`config.mk`:
```
export PLATFORM = sky130hd
export DESIGN_NAME = vga_write_arbiter
export DESIGN_NICKNAME = d
export VERILOG_FILES = /design/src/rtl/vga_write_arbiter.sv
export SDC_FILE = /design/constraint.sdc
export NUM_CORES = 1
export LEC_CHECK = 0
export CORE_ASPECT_RATIO = 0.6
export CORE_UTILIZATION = 35
export CTS_CLUSTER_SIZE = 10
export DETAILED_ROUTE_END_ITERATION = 7
export PLACE_DENSITY = 0.73
export SLEW_MARGIN = 20
export SYNTH_ARGS = -nofsm -noshare
export SYNTH_HDL_FRONTEND = slang
export SYNTH_SLANG_ARGS = --single-unit
```
`constraint.sdc`:
```
create_clock -name clk -period 2.8 [get_ports clk]
set_clock_uncertainty 0.2 [all_clocks]
set_input_delay 0.28 -clock clk [delete_from_list [all_inputs] [get_ports clk]]
set_output_delay 0.28 -clock clk [all_outputs]
set_load 0.02 [all_outputs]
```
`src/rtl/vga_write_arbiter.sv`:
```
// vga_write_arbiter: shares the single vga_adapter pixel-write port among N
// sprite drawers. Each drawer owns the port for a whole burst. Bursts are
// handed out in round-robin order. Pixels outside the screen are clipped.
// Optional: define VGA_ARB_WATCHDOG_EN to add an idle watchdog. That build
// adds the TIMEOUT parameter and the timeout output port.
module vga_write_arbiter #(
  parameter int N     = 4,
  parameter int X_MAX = 320,
  parameter int Y_MAX = 240
`ifdef VGA_ARB_WATCHDOG_EN
  ,
  parameter int TIMEOUT = 1023
`endif
) (
  input  logic             clk,
  input  logic             reset,
  input  logic [N-1:0]     req,
  input  logic [N-1:0]     valid,
  input  logic [N-1:0]     last,
  input  logic [9*N-1:0]   x_in,
  input  logic [8*N-1:0]   y_in,
  input  logic [3*N-1:0]   colour_in,
  output logic [N-1:0]     gnt,
  output logic [8:0]       X,
  output logic [7:0]       Y,
  output logic [2:0]       colour,
  output logic             plot,
  output logic             busy,
  output logic [N-1:0]     burst_done
`ifdef VGA_ARB_WATCHDOG_EN
  ,
  output logic             timeout
`endif
);

  localparam int IdxW = (N > 1) ? $clog2(N) : 1;

  typedef enum logic [1:0] {
    IDLE    = 2'd0,
    GRANT   = 2'd1,
    RELEASE = 2'd2
  } arbState_t;

  arbState_t       r_state, w_stateNext;
  logic [N-1:0]    r_gnt, w_gntNext;
  logic [N-1:0]    r_done, w_doneNext;
  logic [IdxW-1:0] r_gIdx, w_gIdxNext;
  logic [IdxW-1:0] r_rrPtr, w_rrPtrNext;
  logic            r_plot, w_plotNext;
  logic            w_capture;
  logic [8:0]      r_X;
  logic [7:0]      r_Y;
  logic [2:0]      r_colour;

  logic            w_anyReq;
  logic [IdxW-1:0] w_selIdx;
  logic [N-1:0]    w_selOneHot;

  logic            w_gReq, w_gValid, w_gLast;
  logic [8:0]      w_gX;
  logic [7:0]      w_gY;
  logic [2:0]      w_gColour;
  logic [N-1:0]    w_gOneHot;
  logic            w_inRange;
  logic [IdxW-1:0] w_ptrAfterG;

`ifdef VGA_ARB_WATCHDOG_EN
  localparam logic [9:0] IdleLimit = 10'(TIMEOUT - 1);
  logic [9:0] r_idle, w_idleNext;
  logic       r_timeout, w_timeoutNext;
`endif

  assign w_anyReq    = |req;
  assign w_ptrAfterG = (r_gIdx == IdxW'(N - 1)) ? '0 : r_gIdx + 1'b1;
  assign w_inRange   = ({1'b0, w_gX} < 10'(X_MAX)) && ({1'b0, w_gY} < 9'(Y_MAX));

  // Round-robin pick: the first requesting index, scanning upward from rr_ptr with wrap.
  always_comb begin
    logic            found;
    logic [IdxW-1:0] cand;
    found       = 1'b0;
    cand        = '0;
    w_selIdx    = '0;
    w_selOneHot = '0;
    for (int i = 0; i < N; i++) begin
      cand = IdxW'((int'(r_rrPtr) + i) % N);
      if (!found && req[cand]) begin
        found    = 1'b1;
        w_selIdx = cand;
      end
    end
    for (int k = 0; k < N; k++) begin
      w_selOneHot[k] = (w_selIdx == IdxW'(k));
    end
  end

  // Route the current owner's request, pixel and burst-control signals.
  always_comb begin
    w_gReq    = 1'b0;
    w_gValid  = 1'b0;
    w_gLast   = 1'b0;
    w_gX      = '0;
    w_gY      = '0;
    w_gColour = '0;
    w_gOneHot = '0;
    for (int k = 0; k < N; k++) begin
      if (r_gIdx == IdxW'(k)) begin
        w_gReq       = req[k];
        w_gValid     = valid[k];
        w_gLast      = last[k];
        w_gX         = x_in[9*k +: 9];
        w_gY         = y_in[8*k +: 8];
        w_gColour    = colour_in[3*k +: 3];
        w_gOneHot[k] = 1'b1;
      end
    end
  end

  // Next-state and next-output logic for the IDLE -> GRANT -> RELEASE burst cycle.
  always_comb begin
    w_stateNext = r_state;
    w_gntNext   = r_gnt;
    w_gIdxNext  = r_gIdx;
    w_rrPtrNext = r_rrPtr;
    w_plotNext  = 1'b0;
    w_doneNext  = '0;
    w_capture   = 1'b0;
`ifdef VGA_ARB_WATCHDOG_EN
    w_idleNext    = r_idle;
    w_timeoutNext = 1'b0;
`endif
    unique case (r_state)
      IDLE: begin
`ifdef VGA_ARB_WATCHDOG_EN
        w_idleNext = '0;
`endif
        if (w_anyReq) begin
          w_stateNext = GRANT;
          w_gntNext   = w_selOneHot;
          w_gIdxNext  = w_selIdx;
        end
      end
      GRANT: begin
        if (w_gValid) begin
          w_capture  = 1'b1;
          w_plotNext = w_inRange;
`ifdef VGA_ARB_WATCHDOG_EN
          w_idleNext = '0;
        end else begin
          w_idleNext = r_idle + 10'd1;
`endif
        end
        if (w_gValid && w_gLast) begin
          w_stateNext = RELEASE;
          w_gntNext   = '0;
          w_rrPtrNext = w_ptrAfterG;
          w_doneNext  = w_gOneHot;
        end else if (!w_gReq) begin
          w_stateNext = RELEASE;
          w_gntNext   = '0;
          w_rrPtrNext = w_ptrAfterG;
        end
`ifdef VGA_ARB_WATCHDOG_EN
        else if (!w_gValid && (r_idle == IdleLimit)) begin
          w_stateNext   = RELEASE;
          w_gntNext     = '0;
          w_rrPtrNext   = w_ptrAfterG;
          w_timeoutNext = 1'b1;
        end
`endif
      end
      RELEASE: begin
        w_stateNext = IDLE;
      end
      default: begin
        w_stateNext = IDLE;
        w_gntNext   = '0;
      end
    endcase
  end

  // Control registers; reset wins over everything, so any in-flight pixel is dropped.
  always_ff @(posedge clk) begin
    if (reset) begin
      r_state <= IDLE;
      r_gnt   <= '0;
      r_gIdx  <= '0;
      r_rrPtr <= '0;
      r_plot  <= 1'b0;
      r_done  <= '0;
    end else begin
      r_state <= w_stateNext;
      r_gnt   <= w_gntNext;
      r_gIdx  <= w_gIdxNext;
      r_rrPtr <= w_rrPtrNext;
      r_plot  <= w_plotNext;
      r_done  <= w_doneNext;
    end
  end

  // Pixel registers follow every valid pixel, clipped or not.
  always_ff @(posedge clk) begin
    if (reset) begin
      r_X      <= '0;
      r_Y      <= '0;
      r_colour <= '0;
    end else if (w_capture) begin
      r_X      <= w_gX;
      r_Y      <= w_gY;
      r_colour <= w_gColour;
    end
  end

`ifdef VGA_ARB_WATCHDOG_EN
  // Idle counter and the timeout pulse that marks a forced release.
  always_ff @(posedge clk) begin
    if (reset) begin
      r_idle    <= '0;
      r_timeout <= 1'b0;
    end else begin
      r_idle    <= w_idleNext;
      r_timeout <= w_timeoutNext;
    end
  end

  assign timeout = r_timeout;
`endif

  assign gnt        = r_gnt;
  assign X          = r_X;
  assign Y          = r_Y;
  assign colour     = r_colour;
  assign plot       = r_plot;
  assign busy       = (r_state != IDLE);
  assign burst_done = r_done;

endmodule
```
# After elaboration in Yosys (flattened, before gate mapping)

Index checks and enable logic that the tools add are counted.
Widths: inputs -> output; s select.

Register bits after elaboration: 35
Logic and storage cells: 109

$add $sub $neg: 4
Magnitude comparators: 6
Eq/ne operators: 11
Multiplexer cells: 56
Bitwise gates (word level): 4
Reductions and logical operators: 19

Operator list:

| kind                | number |
|---|---|
| $mux 9              | 4 |
| $mux 8              | 4 |
| $mux 1              | 25 |
| $mux 2              | 10 |
| $lt 2x3->1 const B  | 4 |
| $mux 3              | 4 |
| $mux 4              | 3 |
| $pmux 4 s3          | 1 |
| $eq 2x2->1 const B  | 5 |
| $lt 9x9->1 const B  | 1 |
| $bmux 1 s2          | 4 |
| $lt 8x8->1 const B  | 1 |
| $eq 2x1->1 const B  | 3 |
| $logic_not 2->1     | 3 |
| $reduce_and 2->1    | 3 |
| $reduce_or 3->1     | 2 |
| $logic_and 1x1->1   | 5 |
| $add 2x1->2 const B | 2 |
| $add 2x2->2 const B | 2 |
| $not 1->1           | 4 |
| $pmux 2 s2          | 1 |
| $reduce_or 4->1     | 1 |
| $logic_not 1->1     | 3 |
| $ne 3x3->1 const B  | 1 |
| 4 further kinds     | 4 |

# Depth between registers and ports, before layout

Gate-level depths: netlist of run 1.

Word-level depth: 15
Depth in mapped cells: 10
Gate-level depth less buffers: 7

# Least setup slack after synthesis of run 1

OpenSTA, ideal clock, no wires.

Path kind: register to register
Start point: register r_gIdx[0]
End point: register r_X[5], in the netlist X[5]
Arrival time: 1.808 ns
Data required time: 2.463 ns
Slack: 0.655 ns
Stages on the path, launching flop included: 10
Buffers on the path: 2
Period minus slack after synthesis: 2.145 ns
Cell sequence: dfxtp_1 inv_1 ha_1 or2_1 a221o_1 and3b_1 buf_6 buf_6 nor2_1 a211oi_2

Cells in the longest elaborated chain, start to end: 7
Elaborated cells between the ends (all ways): 14

Ends and longest elaborated chain:

| what                   | line | RTL |
|---|---|---|
| start, declared        | 47   | `logic [IdxW-1:0] r_gIdx, w_gIdxNext;` |
| start signal, assigned | 194  | `r_gIdx <= w_gIdxNext;` |
| $logic_not 2->1        | 107  | `if (r_gIdx == IdxW'(k)) begin` |
| $mux 1 (4 in a row)    | 107  |  |
| $mux 1                 | 144  | `if (w_gValid) begin` |
| $mux 1                 | 132  | `unique case (r_state)` |
| end signal, assigned   | 208  | `r_X <= w_gX;` |
| end, declared          | 51   | `logic [8:0] r_X;` |

Parallel ways exist; a longest one is shown, timed or not.
A chain may end at the register's enable or synchronous reset.

# Worst setup path in the final report of run 1

Start point: register r_gIdx[0]
End point: register r_gnt[3], in the netlist gnt[3]

Cells in the longest elaborated chain, start to end: 8
Elaborated cells between the ends (all ways): 21

Ends and longest elaborated chain:

| what                                                                   | line | RTL |
|---|---|---|
| $logic_not 2->1                                                        | 107  |  |
| $mux 1 (4 in a row)                                                    | 107  |  |
| $logic_and 1x1->1                                                      | 153  | `if (w_gValid && w_gLast) begin` |
| $ne 3x3->1 (no source line) / $mux 4 (equally long branches)           | n/a  |  |
| $reduce_and 3->1 (no source line) / $pmux 4 s3 (equally long branches) | n/a  |  |
| end signal, assigned                                                   | 193  | `r_gnt <= w_gntNext;` |
| end, declared                                                          | 45   | `logic [N-1:0] r_gnt, w_gntNext;` |

Parallel ways exist; a longest one is shown, timed or not.

==> impl_metrics.toml, run 1 <==
[setup_path]
critical_path.startpoint_type = "register"
cp.arrival_ps = 2580
cp_data_required_time_ps = 2750
cp_top_family = "compound AO/OA/AOI/OAI gates"
worstSetupPathType = "reg2reg"
worst-path-buf-inv = 1
critPathMaxFanout = 44
crit_path_end_kind = "register"
worst_path_most_repeated_cell = "o21ai_0"
path_cells = "ha_1 -> buf_4 -> a221o_1 -> o211ai_1 -> o21ai_0 -> o21ai_0"
slowest_stage = "o21ai_0"
max_stage_delay_ps = 650

[synthesis]
yosys.area.top_type_share_pct = 30.0
synth_flop_cell = "dfxtp_1"
yosysSeqAreaShare_pct = 30.0
synth_area_sq_um = 2330
postSynthCellCount = 304
synth_commonest_cells = "36 x a21oi_1, 35 x dfxtp_1, 31 x nor2_1"
yosys_warnings = 0
syn-num-nets = 402
syn_area_per_cell_sq_um = 7.68
async_reset_ff_share_pct = 0
synth_enable_flop_cells = 0
ys_ff_latch = 35
synthTopCellsByArea = "dfxtp_1 30%, a211oi_2 9.1%, a21oi_1 7.7%"
yosysTopAreaCell = "dfxtp_1"
synth.distinct_cells = 46
synth.most_common_cell = "a21oi_1"

[clock_tree]
ctsRootBufferMaster = "clkbuf_8"
cts.sinks = 35
ctsHtreeMaxLevel = 2
cts_buffers = 5
cts_buffer_depth = 2
clock_latency_ps = 290
cts_setup_buffers = 0
cts_resized = 0
clk_pin_slew_ps = 80
cts_hold_buffers = 0
cts_tree = "yes"

[layout]
area_growth_syn_to_layout_pct = 59.5
drive_above_1_share_pct = 8.81
fill_cells = 596
antenna_cells = 0
multi_input_area_sq_um = 1440
utilization_pct = 59.3
fin_area_sq_um = 3720
nets = 517
layout.area.seq_sq_um = 701

[sta]
fmax_mhz = 379
finalSetupViolCount = 0
slew_viol_final = 0
hold_violations = 0
fin_hold_ws_ps = 293
relSlewSlack_pct = 49.3
fin_crit_ps = 2640
worst_slew_pin_slew_ps = 758
rsz0062_at_grt = "false"
fin_crit_sh_pct = 94.2
final.setup.worst_slack_ps = 163
totalNegativeSetupSlack_ps = 0

[floorplanning]
start_util_pct = 37.2
die_area_sq_um = 7010
die_w_um = 107
num_io_pins = 124
coreArea_sq_um = 6280
num_rows = 22
die_y_um = 65.3

[drt]
ant_nets = 0
dr.first_iter.drc_count = 234
routed_wl_mm = 8.49
drcViolationCount = 0
viasPerCell = 5.32
wl_per_cell_um = 16.8
vias = 2682
dr.pass1.iters = 4

[global_route]
grtUsageTotal_pct = 24.0
grt_overflow = 0
grt_pass1_vias = 2514
grt_max_degree = 45
grt_pass1_wl_mm = 12.6
grt_antenna_before_repair = 0

[power_and_ir_drop]
leakagePower_nw = 1.42
powerDensity_nw_per_um2 = 712
ir_worst_vdd_mv = 0.339

[outcome]
status = "finished clean"

[place]
dp_slack_ps = 275
portBuffers = 123
post-dp-hpwl_mm = 6.62
dpl_cell_area_sq_um = 3610
globalplace.congestion = 0.928

[flow_run]
drv_cap = 0

[hold_path]
hp-class = "reg2reg"
## worst paths after layout
check	startpoint	end	slack [ps]	cells past startpoint
max	r_gIdx[0]	gnt[3]	160	6
min	gnt[1]	gnt[1]	290	2
max reg2reg	r_gIdx[0]	gnt[3]	160	6
min reg2reg	gnt[1]	gnt[1]	290	2
## placed cells by master (no fill, tap or decap), types with 4 or more instances in the layout
cell             count
a211oi_2            17
a21oi_1             36
a22oi_1             12
a31oi_1              4
and2_1               5
and3b_1              7
buf_4                8
clkbuf_8             5
clkdlybuf4s50_1    123
dfxtp_1             35
ha_1                 4
inv_1               19
mux2i_1              9
nand2_1             30
nand3b_1             4
nor2_1              31
nor3_1               4
o21ai_0             23
o22ai_1              4
## routing by layer
layer	vias up	routed length (um)	track usage [%]
met3	14	1040	9.03
met5	-	0	0
met4	0	115	5.82
li1	1326	-	-
met2	132	3250	34.8
met1	1210	4080	33.3
## cell type report
type	instances	share of cell area, %
Multi-Input combinational cell	226	38.5
Timing Repair Buffer	131	34.7
Sequential cell	35	18.8
Tap cell	84	2.82
Inverter	20	2.02
Clock buffer	5	1.85
Clock inverter	3	1.28
## power by group
group / internal, mW / total [mW] / switching [mW]
Combinational: 0.631 / 1.47 / 0.842
Clock: 0.270 / 0.471 / 0.201
Sequential: 0.615 / 0.707 / 0.0923
Total: 1.52 / 2.65 / 1.14
## state kept, by name (all words and copies together), names as in the netlist
| register | flops |
|---|---|
| r_gIdx | 2 |
| burst_done | 4 |
| Y | 8 |
| r_state | 2 |
| r_rrPtr | 2 |
| colour | 3 |
| X | 9 |
| plot | 1 |
| gnt | 4 |
## cell families (layout without fill, tap and decap cells)
logic type,count (synthesis),in the layout,share of synthesized area (%)
AO/OA/AOI/OAI,114,114,34.5
buffers and inverters,43,159,8.52
flip-flops,35,35,30.0
adder cells (fa/ha/maj),4,4,2.14
multiplexers,9,9,3.86
AND/OR/NAND/NOR,99,99,21.0
## worst min-delay path, cell delays in order, from the launching register on
cell     delay [ps]
dfxtp_1         330
nand2_1          50
o21ai_0          70
## stage by stage
| step | power [mW] | std cells |
|---|---|---|
| 5_1_grt | 2.82 | 504 |
| 6_report | 2.65 | 504 |
| 3_5_place_dp | 2.16 | 496 |
| 2_1_floorplan | 1.60 | 304 |
| 4_1_cts | 2.65 | 504 |
| 3_3_place_gp | 2.14 | 496 |
Power figures use the tool's default switching activity.
==> inputs of run 2 (changes only) <==
--- a/config.mk
+++ b/config.mk
@@ -9,7 +9,8 @@
 export CORE_UTILIZATION = 35
 export CTS_CLUSTER_SIZE = 10
 export DETAILED_ROUTE_END_ITERATION = 7
-export PLACE_DENSITY = 0.73
+export PLACE_DENSITY = 0.78
+export SKIP_CTS_REPAIR_TIMING = 1
 export SLEW_MARGIN = 20
 export SYNTH_ARGS = -nofsm -noshare
 export SYNTH_HDL_FRONTEND = slang
==> run 2 against run 1 <==
Count of clock-buffer cells in the layout unchanged. Register-to-register slack about the same. Total power decreased by 0.35%. Combinational power about the same. Sequential cell count unchanged. Non-clock buffer count unchanged. Utilization increased by 0.18 points. Die area unchanged. Hold slack got worse by 15 ps. First-iteration DRC count decreased by 22%. Largest power group unchanged. Highest routed layer unchanged.
==> impl_metrics.toml, run 2 (synthesis results as in run 1) <==
[drt]
dr.pass1.iters = 4
wl_per_cell_um = 16.7
vias = 2687
viasPerCell = 5.33
routed_wl_mm = 8.41
drcViolationCount = 0
wl_met2_mm = 3.38
dr.first_iter.drc_count = 182
ant_nets = 0
m1WireLength_mm = 3.97
wl_met3_um = 979
top_layer = "met4"

[layout]
area_growth_syn_to_layout_pct = 60.0
drive_above_1_share_pct = 8.81
largest_reg_flops = 9
layout_common_cells = "123 x clkdlybuf4s50_1, 36 x a21oi_1, 35 x dfxtp_1, 31 x nor2_1, 30 x nand2_1"
fin_area_sq_um = 3730
utilization_pct = 59.5
antenna_cells = 0
final_common_cell = "clkdlybuf4s50_1"
fill_cells = 561
nets = 517

[clock_tree]
cts_buffer_depth = 2
cts.sinks = 35
ctsRootBufferMaster = "clkbuf_8"
clock_latency_ps = 290
clk_pin_slew_ps = 80
cts_tree = "yes"
ctsHtreeMaxLevel = 2
cts_buffers = 5

[setup_path]
critPathMaxFanout = 11
critical_path.startpoint_type = "register"
worstSetupPathType = "reg2reg"
crit_path_end_kind = "register"
cp.arrival_ps = 2590
cp_data_required_time_ps = 2750

[floorplanning]
die_area_sq_um = 7010
coreArea_sq_um = 6280
num_rows = 22
die_w_um = 107
start_util_pct = 37.2
num_io_pins = 124
die_y_um = 65.3

[sta]
finalSetupViolCount = 0
totalNegativeSetupSlack_ps = 0
rsz0062_at_grt = "false"
fmax_mhz = 378
fin_crit_sh_pct = 94.4
relSlewSlack_pct = 44.2
hold_violations = 0
worst_slew_pin_slew_ps = 828
slew_viol_final = 0
fin_crit_ps = 2640

[place]
globalplace.congestion = 0.868
dpl_cell_area_sq_um = 3620
portBuffers = 123
post-dp-hpwl_mm = 6.65

[global_route]
grt_antenna_before_repair = 0
grt_pass1_wl_mm = 12.7
grt_pass1_vias = 2518
grt_max_degree = 38
grt_overflow = 0
grtUsageTotal_pct = 24.3

[power_and_ir_drop]
powerDensity_nw_per_um2 = 707
power_mw = 2.64
leakagePower_nw = 1.42
ir_worst_vdd_mv = 0.328

[hold_path]
hp-class = "reg2reg"

[flow_run]
drv_cap = 0

[outcome]
status = "finished clean"
-- run 2: cell count changes in the layout (fill, tap and decap cells not counted) --
cell / previous run / this run
buf_12: 0 / 1
clkinvlp_4: 0 / 1
clkinv_4: 1 / 0
buf_4: 8 / 7
-- run 2: final cells by class --
class | instances | area, sq um | area share (%)
multi-input combinational | 226 | 1440 | 38.4
timing repair buffer | 131 | 1300 | 34.9
sequential | 35 | 701 | 18.8
tap | 84 | 105 | 2.81
inverter | 20 | 75.1 | 2.01
clock buffer | 5 | 68.8 | 1.84
clock inverter | 3 | 46.3 | 1.24
-- run 2: critical path, stage by stage, from the launching register on --
cell and delay [ps]:
dfxtp_1 410, ha_1 450, nand2b_2 280, o22a_1 160
nand2_1 120, o21ai_0 680, o21ai_0 190
-- run 2: path summary, 6_finish.rpt --
check | start | end | slack (ps) | depth (start not counted)
max | r_gIdx[0] | gnt[3] | 160 | 6
min | gnt[1] | gnt[1] | 280 | 2
max reg2reg | r_gIdx[0] | gnt[3] | 160 | 6
min reg2reg | gnt[1] | gnt[1] | 280 | 2
-- run 2: power by group --
group | internal (mW) | switching [mW] | leakage [nW]
sequential | 0.615 | 0.0805 | 0.286
clock | 0.268 | 0.206 | 0.0548
combinational | 0.646 | 0.826 | 1.08
-- run 2: layer usage --
layer / track usage [%] / vias to the layer above
li1: - / 1325
met1: 34.5 / 1241
met2: 35.2 / 115
met3: 7.54 / 6
met4: 6.34 / 0
met5: 0 / -
-- run 2: stage by stage --
step                worst slack, ps  instances  hold slack [ps]
global route                   64.5        504              310
global placement                343        496              259
finish                          156        504              279
floorplan                       655        304              277
detailed placement              256        496              266
CTS                             240        504              278
